## src/rtl/shift_sequencer.sv

```systemverilog
// shift_sequencer: drives a combinational barrel shifter through a programmed
// sweep of shift amounts and directions at a prescaled step rate. It captures
// the switch operand on start, latches each shifter result for the LEDs, and
// reports progress (step_strobe), activity (busy) and completion (done).
module shift_sequencer #(
    parameter int DATA_WIDTH = 4,
    parameter int SHAMT_W    = 2,
    parameter int TICK_DIV   = 50_000_000
) (
    input  logic                  FPGA_CLK,
    input  logic                  RESET_N,
    input  logic                  start,
    input  logic [1:0]            mode,
    input  logic                  repeat_i,
    input  logic [DATA_WIDTH-1:0] data_sw,
    input  logic [DATA_WIDTH-1:0] sh_result,
    output logic [DATA_WIDTH-1:0] sh_data,
    output logic [SHAMT_W-1:0]    sh_amount,
    output logic                  sh_dir,
    output logic [DATA_WIDTH-1:0] result,
    output logic                  step_strobe,
    output logic                  busy,
    output logic                  done
);

    // Tick counter needs at least one bit even when TICK_DIV = 1.
    localparam int CNT_W = (TICK_DIV > 1) ? $clog2(TICK_DIV) : 1;
    localparam logic [CNT_W-1:0]   TICK_LAST = CNT_W'(TICK_DIV - 1);
    localparam logic [SHAMT_W-1:0] AMT_MAX   = SHAMT_W'(DATA_WIDTH - 1);

    localparam logic [1:0] S_IDLE = 2'd0;
    localparam logic [1:0] S_LOAD = 2'd1;
    localparam logic [1:0] S_RUN  = 2'd2;
    localparam logic [1:0] S_DONE = 2'd3;

    logic [1:0]            state_q,    state_d;
    logic [CNT_W-1:0]      tick_q,     tick_d;
    logic                  leg_q,      leg_d;
    logic                  pingpong_q, pingpong_d;
    logic [DATA_WIDTH-1:0] sh_data_q,  sh_data_d;
    logic [SHAMT_W-1:0]    amount_q,   amount_d;
    logic                  dir_q,      dir_d;
    logic [DATA_WIDTH-1:0] result_q,   result_d;
    logic                  strobe_q,   strobe_d;
    logic                  step;

    // A step happens on the edge that closes the last tick of the interval.
    assign step = (tick_q == TICK_LAST);

    // Next-state logic: operand capture in LOAD, amount/direction walk in RUN.
    always_comb begin
        state_d    = state_q;
        tick_d     = tick_q;
        leg_d      = leg_q;
        pingpong_d = pingpong_q;
        sh_data_d  = sh_data_q;
        amount_d   = amount_q;
        dir_d      = dir_q;
        result_d   = result_q;
        strobe_d   = 1'b0;

        case (state_q)
            S_IDLE: begin
                if (start) begin
                    state_d = S_LOAD;
                end
            end
            S_LOAD: begin
                sh_data_d  = data_sw;
                amount_d   = '0;
                dir_d      = mode[0];
                pingpong_d = mode[1];
                tick_d     = '0;
                leg_d      = 1'b0;
                state_d    = S_RUN;
            end
            S_RUN: begin
                if (step) begin
                    tick_d   = '0;
                    result_d = sh_result;
                    strobe_d = 1'b1;
                    if (amount_q < AMT_MAX) begin
                        amount_d = amount_q + 1'b1;
                    end else if (pingpong_q && !leg_q) begin
                        // Second leg: restart the sweep in the opposite direction.
                        amount_d = '0;
                        dir_d    = ~dir_q;
                        leg_d    = 1'b1;
                    end else begin
                        // Last step of the pass; repeat reloads without a done pulse.
                        state_d = repeat_i ? S_LOAD : S_DONE;
                    end
                end else begin
                    tick_d = tick_q + 1'b1;
                end
            end
            S_DONE: begin
                state_d = S_IDLE;
            end
            default: begin
                state_d = S_IDLE;
            end
        endcase
    end

    // State registers; reset aborts any sequence and clears every output.
    always_ff @(posedge FPGA_CLK or negedge RESET_N) begin
        if (!RESET_N) begin
            state_q    <= S_IDLE;
            tick_q     <= '0;
            leg_q      <= 1'b0;
            pingpong_q <= 1'b0;
            sh_data_q  <= '0;
            amount_q   <= '0;
            dir_q      <= 1'b0;
            result_q   <= '0;
            strobe_q   <= 1'b0;
        end else begin
            state_q    <= state_d;
            tick_q     <= tick_d;
            leg_q      <= leg_d;
            pingpong_q <= pingpong_d;
            sh_data_q  <= sh_data_d;
            amount_q   <= amount_d;
            dir_q      <= dir_d;
            result_q   <= result_d;
            strobe_q   <= strobe_d;
        end
    end

    assign sh_data     = sh_data_q;
    assign sh_amount   = amount_q;
    assign sh_dir      = dir_q;
    assign result      = result_q;
    assign step_strobe = strobe_q;
    // Status decoded straight from the state register, so no combinational inputs.
    assign busy        = (state_q != S_IDLE);
    assign done        = (state_q == S_DONE);

endmodule

```

## config.mk

```make
export PLATFORM = sky130hd
export DESIGN_NAME = shift_sequencer
export DESIGN_NICKNAME = d
export VERILOG_FILES = /design/src/rtl/shift_sequencer.sv
export SDC_FILE = /design/constraint.sdc
export NUM_CORES = 1
export LEC_CHECK = 0
export CORE_UTILIZATION = 30
export CTS_CLUSTER_SIZE = 8
export DETAILED_ROUTE_END_ITERATION = 12
export PLACE_DENSITY_LB_ADDON = 0.05
export SLEW_MARGIN = 40
export SYNTH_ARGS = -nofsm -noshare
export SYNTH_HDL_FRONTEND = slang
export SYNTH_SLANG_ARGS = --single-unit
```

## constraint.sdc

```tcl
create_clock -name FPGA_CLK -period 2.4 [get_ports FPGA_CLK]
set_clock_uncertainty 0.05 [all_clocks]
set_input_delay 0.48 -clock FPGA_CLK [delete_from_list [all_inputs] [get_ports FPGA_CLK]]
set_output_delay 0.48 -clock FPGA_CLK [all_outputs]
set_load 0.01 [all_outputs]
```

### Word-level counts from Yosys, hierarchy flattened

Index checks and enable logic that the tools add are counted.

| storage, ports and cells | value |
|---|---|
| register bits | 42 |
| logic and storage cells | 54 |
| output and inout bits | 14 |
| input port bits | 14 |

| operators by class | value |
|---|---|
| $lt $le $gt $ge | 1 |
| muxes and demuxes | 22 |
| equality and inequality tests | 10 |
| bitwise operators | 1 |
| $add $sub $neg | 2 |
| reductions and logical operators | 9 |

Operators by type and width:

| kind | count |
|---|---|
| 26-bit one-hot mux with 2 select lines | 1 |
| 26-bit by 1-bit adder with 26-bit output (second input constant) | 1 |
| 26-bit == test (second input constant) | 1 |
| 26-bit 2-to-1 mux | 1 |
| 2-bit 2-to-1 mux | 8 |
| 2-bit inequality test (second input constant) | 5 |
| 1-bit 2-to-1 mux | 8 |
| 2-bit one-hot mux with 4 select lines | 1 |
| 4-bit AND reduction | 2 |
| 2-bit == test (second input constant) | 2 |
| 1-bit one-hot mux with 2 select lines | 2 |
| 2-bit one-hot mux with 2 select lines | 1 |
| 2-bit nonzero test | 2 |
| 3-bit inequality test (second input constant) | 1 |
| 3-bit AND reduction | 1 |
| 2-bit by 1-bit adder with 2-bit output (second input constant) | 1 |
| 2-bit by 1-bit == test with 1-bit output (second input constant) | 1 |
| 2-bit zero test | 1 |
| 2-bit < comparator (second input constant) | 1 |
| 2-bit AND reduction | 1 |
| 1-bit logical AND | 1 |
| 1-bit zero test | 1 |
| 1-bit NOT | 1 |

### Longest topological paths before layout

| depth | value |
|---|---|
| word-level depth | 6 |
| gate-level depth with buffers | 7 |
| depth with buffers taken out | 6 |

### Least setup slack after synthesis

No wires, ideal clock.

| path | value |
|---|---|
| path type | reg2reg |
| from | register state_q[0] |
| to | register tick_q[21] |
| slack | 0.170 ns |
| setup time | 0.087 ns |
| arrival | 2.092 ns |
| required time | 2.263 ns |
| path buffers | 1 |
| stages on the path, launching flop included | 8 |
| period minus slack after synthesis | 2.230 ns |
| cell sequence | dfrtp_1 inv_1 ha_1 nand4_1 or2_2 clkbuf_1 or4_1 a22oi_1 |

| on the way | value |
|---|---|
| word-level cells in the longest chain between the ends | 2 |
| elaborated cells on any way between the ends | 4 |
| those cells by class | eq/ne: 2; mux: 1; reduce/logical: 1 |

Ends and longest elaborated chain:

| item | RTL line | source |
|---|---|---|
| start: declaration | 36 | `logic [1:0] state_q, state_d;` |
| start signal: assignment | 119 | `state_q <= state_d;` |
| 2-bit == test / 2-bit by 1-bit == test with 1-bit output (equally long branches) | 62 | `case (state_q)` |
| 26-bit one-hot mux with 2 select lines / 2-bit nonzero test (equally long branches) | - |  |
| end signal: assignment | 120 | `tick_q <= tick_d;` |
| end: declaration | 37 | `logic [CNT_W-1:0] tick_q, tick_d;` |

Parallel ways exist; a longest one is shown, timed or not.
A chain may end at the register's enable or synchronous reset.

### Final worst setup path

| path | value |
|---|---|
| from | register tick_q[10] |
| to | register amount_q[0], in the netlist sh_amount[0] |

| on the way | value |
|---|---|
| word-level cells in the longest chain between the ends | 3 |

Ends and longest elaborated chain:

| item | RTL line | source |
|---|---|---|
| 26-bit == test | 48 | `assign step = (tick_q == TICK_LAST);` |
| 2-bit inequality test (no line) | - |  |
| 3-bit AND reduction (no line) | - |  |
| end signal: assignment | 124 | `amount_q <= amount_d;` |
| end: declaration | 41 | `logic [SHAMT_W-1:0] amount_q, amount_d;` |

No other way between the ends.

==> results by group <==
Power and ir drop
  • Pwr dens: 442.9 nW/um^2
  • Leak Pwr: 1.280 nW
  • Max VDD drop: 0.2039 mV

Setup path
  • Crit path largest cell delay: approximately 0.56 ns
  • CP dominant cell by count: or4_4
  • Crit path max-delay family: simple AND/OR/NAND/NOR gates
  • CP required: 2.58 ns
  • RR Startpoint: tick_q[10]$_DFFE_PN0P_
  • Crit Reg-Reg Endpoint: sh_amount[0]$_DFFE_PN0P_
  • Worst Path Max Fanout: 8
  • R2R depth: 4
  • Startpoint types: flop
  • CP Cell Sequence: or4_4 > or3_1 > or4_4 > o211ai_2
  • Worst Path Buf+Inv: 0
  • R2R setup slack: approximately 0.14 ns
  • CP arrival: between 2 and 2.5 ns
  • CP Capture Type: flop
  • CP max stage cell: or4_4
  • Critical path class: flop to flop

STA
  • Setup TNS: 0 ns
  • Final setup fails: 0
  • RSZ-0062 raised after global routing: no
  • Crit share post-route: 94.22%
  • Final hold violation count: 0
  • Final setup margin: 0.1387 ns
  • Slew Viols, Final: 0
  • Crit path time final: roughly 2.3 ns
  • FMAX: 0.4422 GHz
  • Slew headroom: 62.73%
  • Least-Margin Pin Slew: 0.5590 ns

Clock network
  • CTS Sinks: 42
  • Root Driver: clkbuf_8
  • TritonCTS clock tree: yes
  • H-tree depth: 2
  • Worst-path clk slew: 0.09 ns
  • Clock tree buffer depth: 2
  • Hold buffer count at cts: 0
  • Cts bufs inserted: 5
  • Post-CTS Setup Repair Bufs: 0
  • Cts repair resizes: 0
  • Clock Latency Late Sink: 0.30 ns

Hold path
  • Hold Crit Class: input port to asynchronous set/reset pin

Drt
  • # DRC: 0
  • Via-to-Cell Ratio: between 5 and 6
  • Post-route ant nets: 0
  • Iteration-0 DRC Markers: 115
  • Pre-Repair DR Iteration Count: 4
  • Routed wire length: 6.343 mm
  • Via count: 2106
  • Wirelength per Cell: 16.06 um

Final layout
  • Area growth from synthesis to layout: 23.04%
  • Non-filler instance count after layout: 395
  • Filler Cell Count: 803
  • Fraction of layout cells with a size suffix above 1: 15.36%
  • Diodes inserted: 0
  • Most common cell after layout, fill and taps aside: dfrtp_1
  • Layout Nets: 313
  • Register Area: 1051 um^2
  • Area of the multi-input gates: 1247 um^2
  • Commonest non-fill, non-tap cells in the layout: dfrtp_1 (42), clkdlybuf4s50_1 (26), buf_4 (19)

Global routing
  • GRT Util Overall: 16.24%
  • Vias in the first global route: 2089
  • Pin count of the biggest net entering global routing: 43
  • Initial antenna violation count: 0
  • Congestion Overflow GR: 0
  • First-pass GRT wire length: 10.73 mm

Synth
  • Asr flop ratio synth: 100.0%
  • Sequential fraction of the synthesis area: 43.01%
  • #FFs+latches synth: 42
  • Syn. warnings: 0
  • Syn Area/Cell: 9.620 um^2
  • Yosys top cell area share: 43.01%
  • Post-synth EDFFs: 0
  • Yosys cell types: 46
  • Post-Syn Nets: 275
  • Yosys top cell by area: dfrtp_1
  • Cells after Synth: 254
  • Post-synth top flop: dfrtp_1
  • Mapped Area: 2444 um^2
  • Top cells by area, synth: dfrtp_1 (43%), mux2_2 (4.6%), a22oi_1 (4.0%)

Placed design
  • Place WS: approximately 0.15 ns
  • GPL Wtd Cong: 0.7464
  • Dpl cells: 387
  • I/O Buffers: 27
  • Post-DP HPWL: 4.432 mm

Floorplanning
  • I/O pin total: 28
  • Die Span Y: 92.25 um
  • Core area: 7807 um^2
  • Site Rows: 32
  • Die Footprint: 8510 um^2
  • Starting density of the core: 31.30%
  • Die Width: 92.25 um

Flow run
  • Max Cap Viol: 0

Outcome
  • Status: finished clean
cell families (layout without fill, tap and decap cells):
group                    Yosys count  count (layout)  share of synthesized area [%]
XOR/XNOR                           5               5                          1.792
AND/OR/NAND/NOR                   94              94                          22.68
flip-flops                        42              42                          43.01
buffers and inverters             32              71                          5.939
AO/OA/AOI/OAI                     63              63                          17.97
adder cells (fa/ha/maj)            7               7                          3.584
multiplexers                      11              11                          5.018
state kept, by name (all words and copies together) (netlist names):
register / count
sh_dir: 1
leg_q: 1
tick_q: 26
sh_amount: 2
pingpong_q: 1
sh_data: 4
state_q: 2
result: 4
step_strobe: 1
layer usage:
| metal | wire length [um] | global-route usage (%) | up-vias |
|---|---|---|---|
| li1 | - | - | 1041 |
| met1 | 3243 | 23.18 | 1028 |
| met2 | 2841 | 24.81 | 30 |
| met3 | 182 | 2.819 | 7 |
| met4 | 75 | 5.078 | 0 |
| met5 | 0 | 0 | - |
worst register-to-register path: stages, from the launching register on:
cell	delay, ns
dfrtp_1	0.44
or4_4	0.54
or3_1	0.52
or4_4	0.57
o211ai_2	0.08
cells in the mapped netlist (8+ instances only):
cell,instances
or3_1,9
clkbuf_1,9
o21ai_0,10
nand3_1,12
mux2_2,10
o31ai_1,9
or4_1,10
a22oi_1,13
a21oi_1,8
inv_1,17
nand2_1,14
dfrtp_1,42
nand4_1,11
area by class of cell:
| cell class | instances | share of cell area, % |
|---|---|---|
| multi-input combinational | 180 | 41.49 |
| inverter | 17 | 2.122 |
| tap | 102 | 4.245 |
| clock buffer | 5 | 2.289 |
| timing repair buffer | 46 | 13.57 |
| clock inverter | 3 | 1.332 |
| sequential | 42 | 34.96 |
worst max-delay path by stage:
stage,cells past startpoint,slack [ns],end,startpoint
finish,4,0.14,sh_amount[0]$_DFFE_PN0P_,tick_q[10]$_DFFE_PN0P_
global route,6,0.03,tick_q[17]$_DFFE_PN0P_,state_q[1]$_DFFE_PN0P_
CTS,4,0.14,sh_amount[0]$_DFFE_PN0P_,tick_q[10]$_DFFE_PN0P_
detailed placement,6,0.15,tick_q[23]$_DFFE_PN0P_,state_q[1]$_DFFE_PN0P_
global placement,4,0.18,sh_amount[0]$_DFFE_PN0P_,tick_q[10]$_DFFE_PN0P_
floorplan,7,0.17,tick_q[21]$_DFFE_PN0P_,state_q[0]$_DFFE_PN0P_
stage by stage:
stage                     hold slack [ns]  utilization (%)  cell area, um^2  power, mW
final                              0.2009            38.51             3007      1.332
after CTS                          0.2316            38.51             3007      1.357
after global routing               0.2700            38.51             3007      1.385
after floorplan                    0.1344                -             2444     0.7312
after detailed placement           0.4433            37.12             2898     0.7752
after global placement             0.4374            37.12             2898     0.7751
power breakdown:
part / switching, mW / internal, mW / leakage, nW / total [mW]
logic: 0.0202 / 0.0268 / 0.669 / 0.0470
clock network: 0.266 / 0.307 / 0.0579 / 0.573
registers: 0.00150 / 0.710 / 0.553 / 0.712
Power figures use the tool's default switching activity.
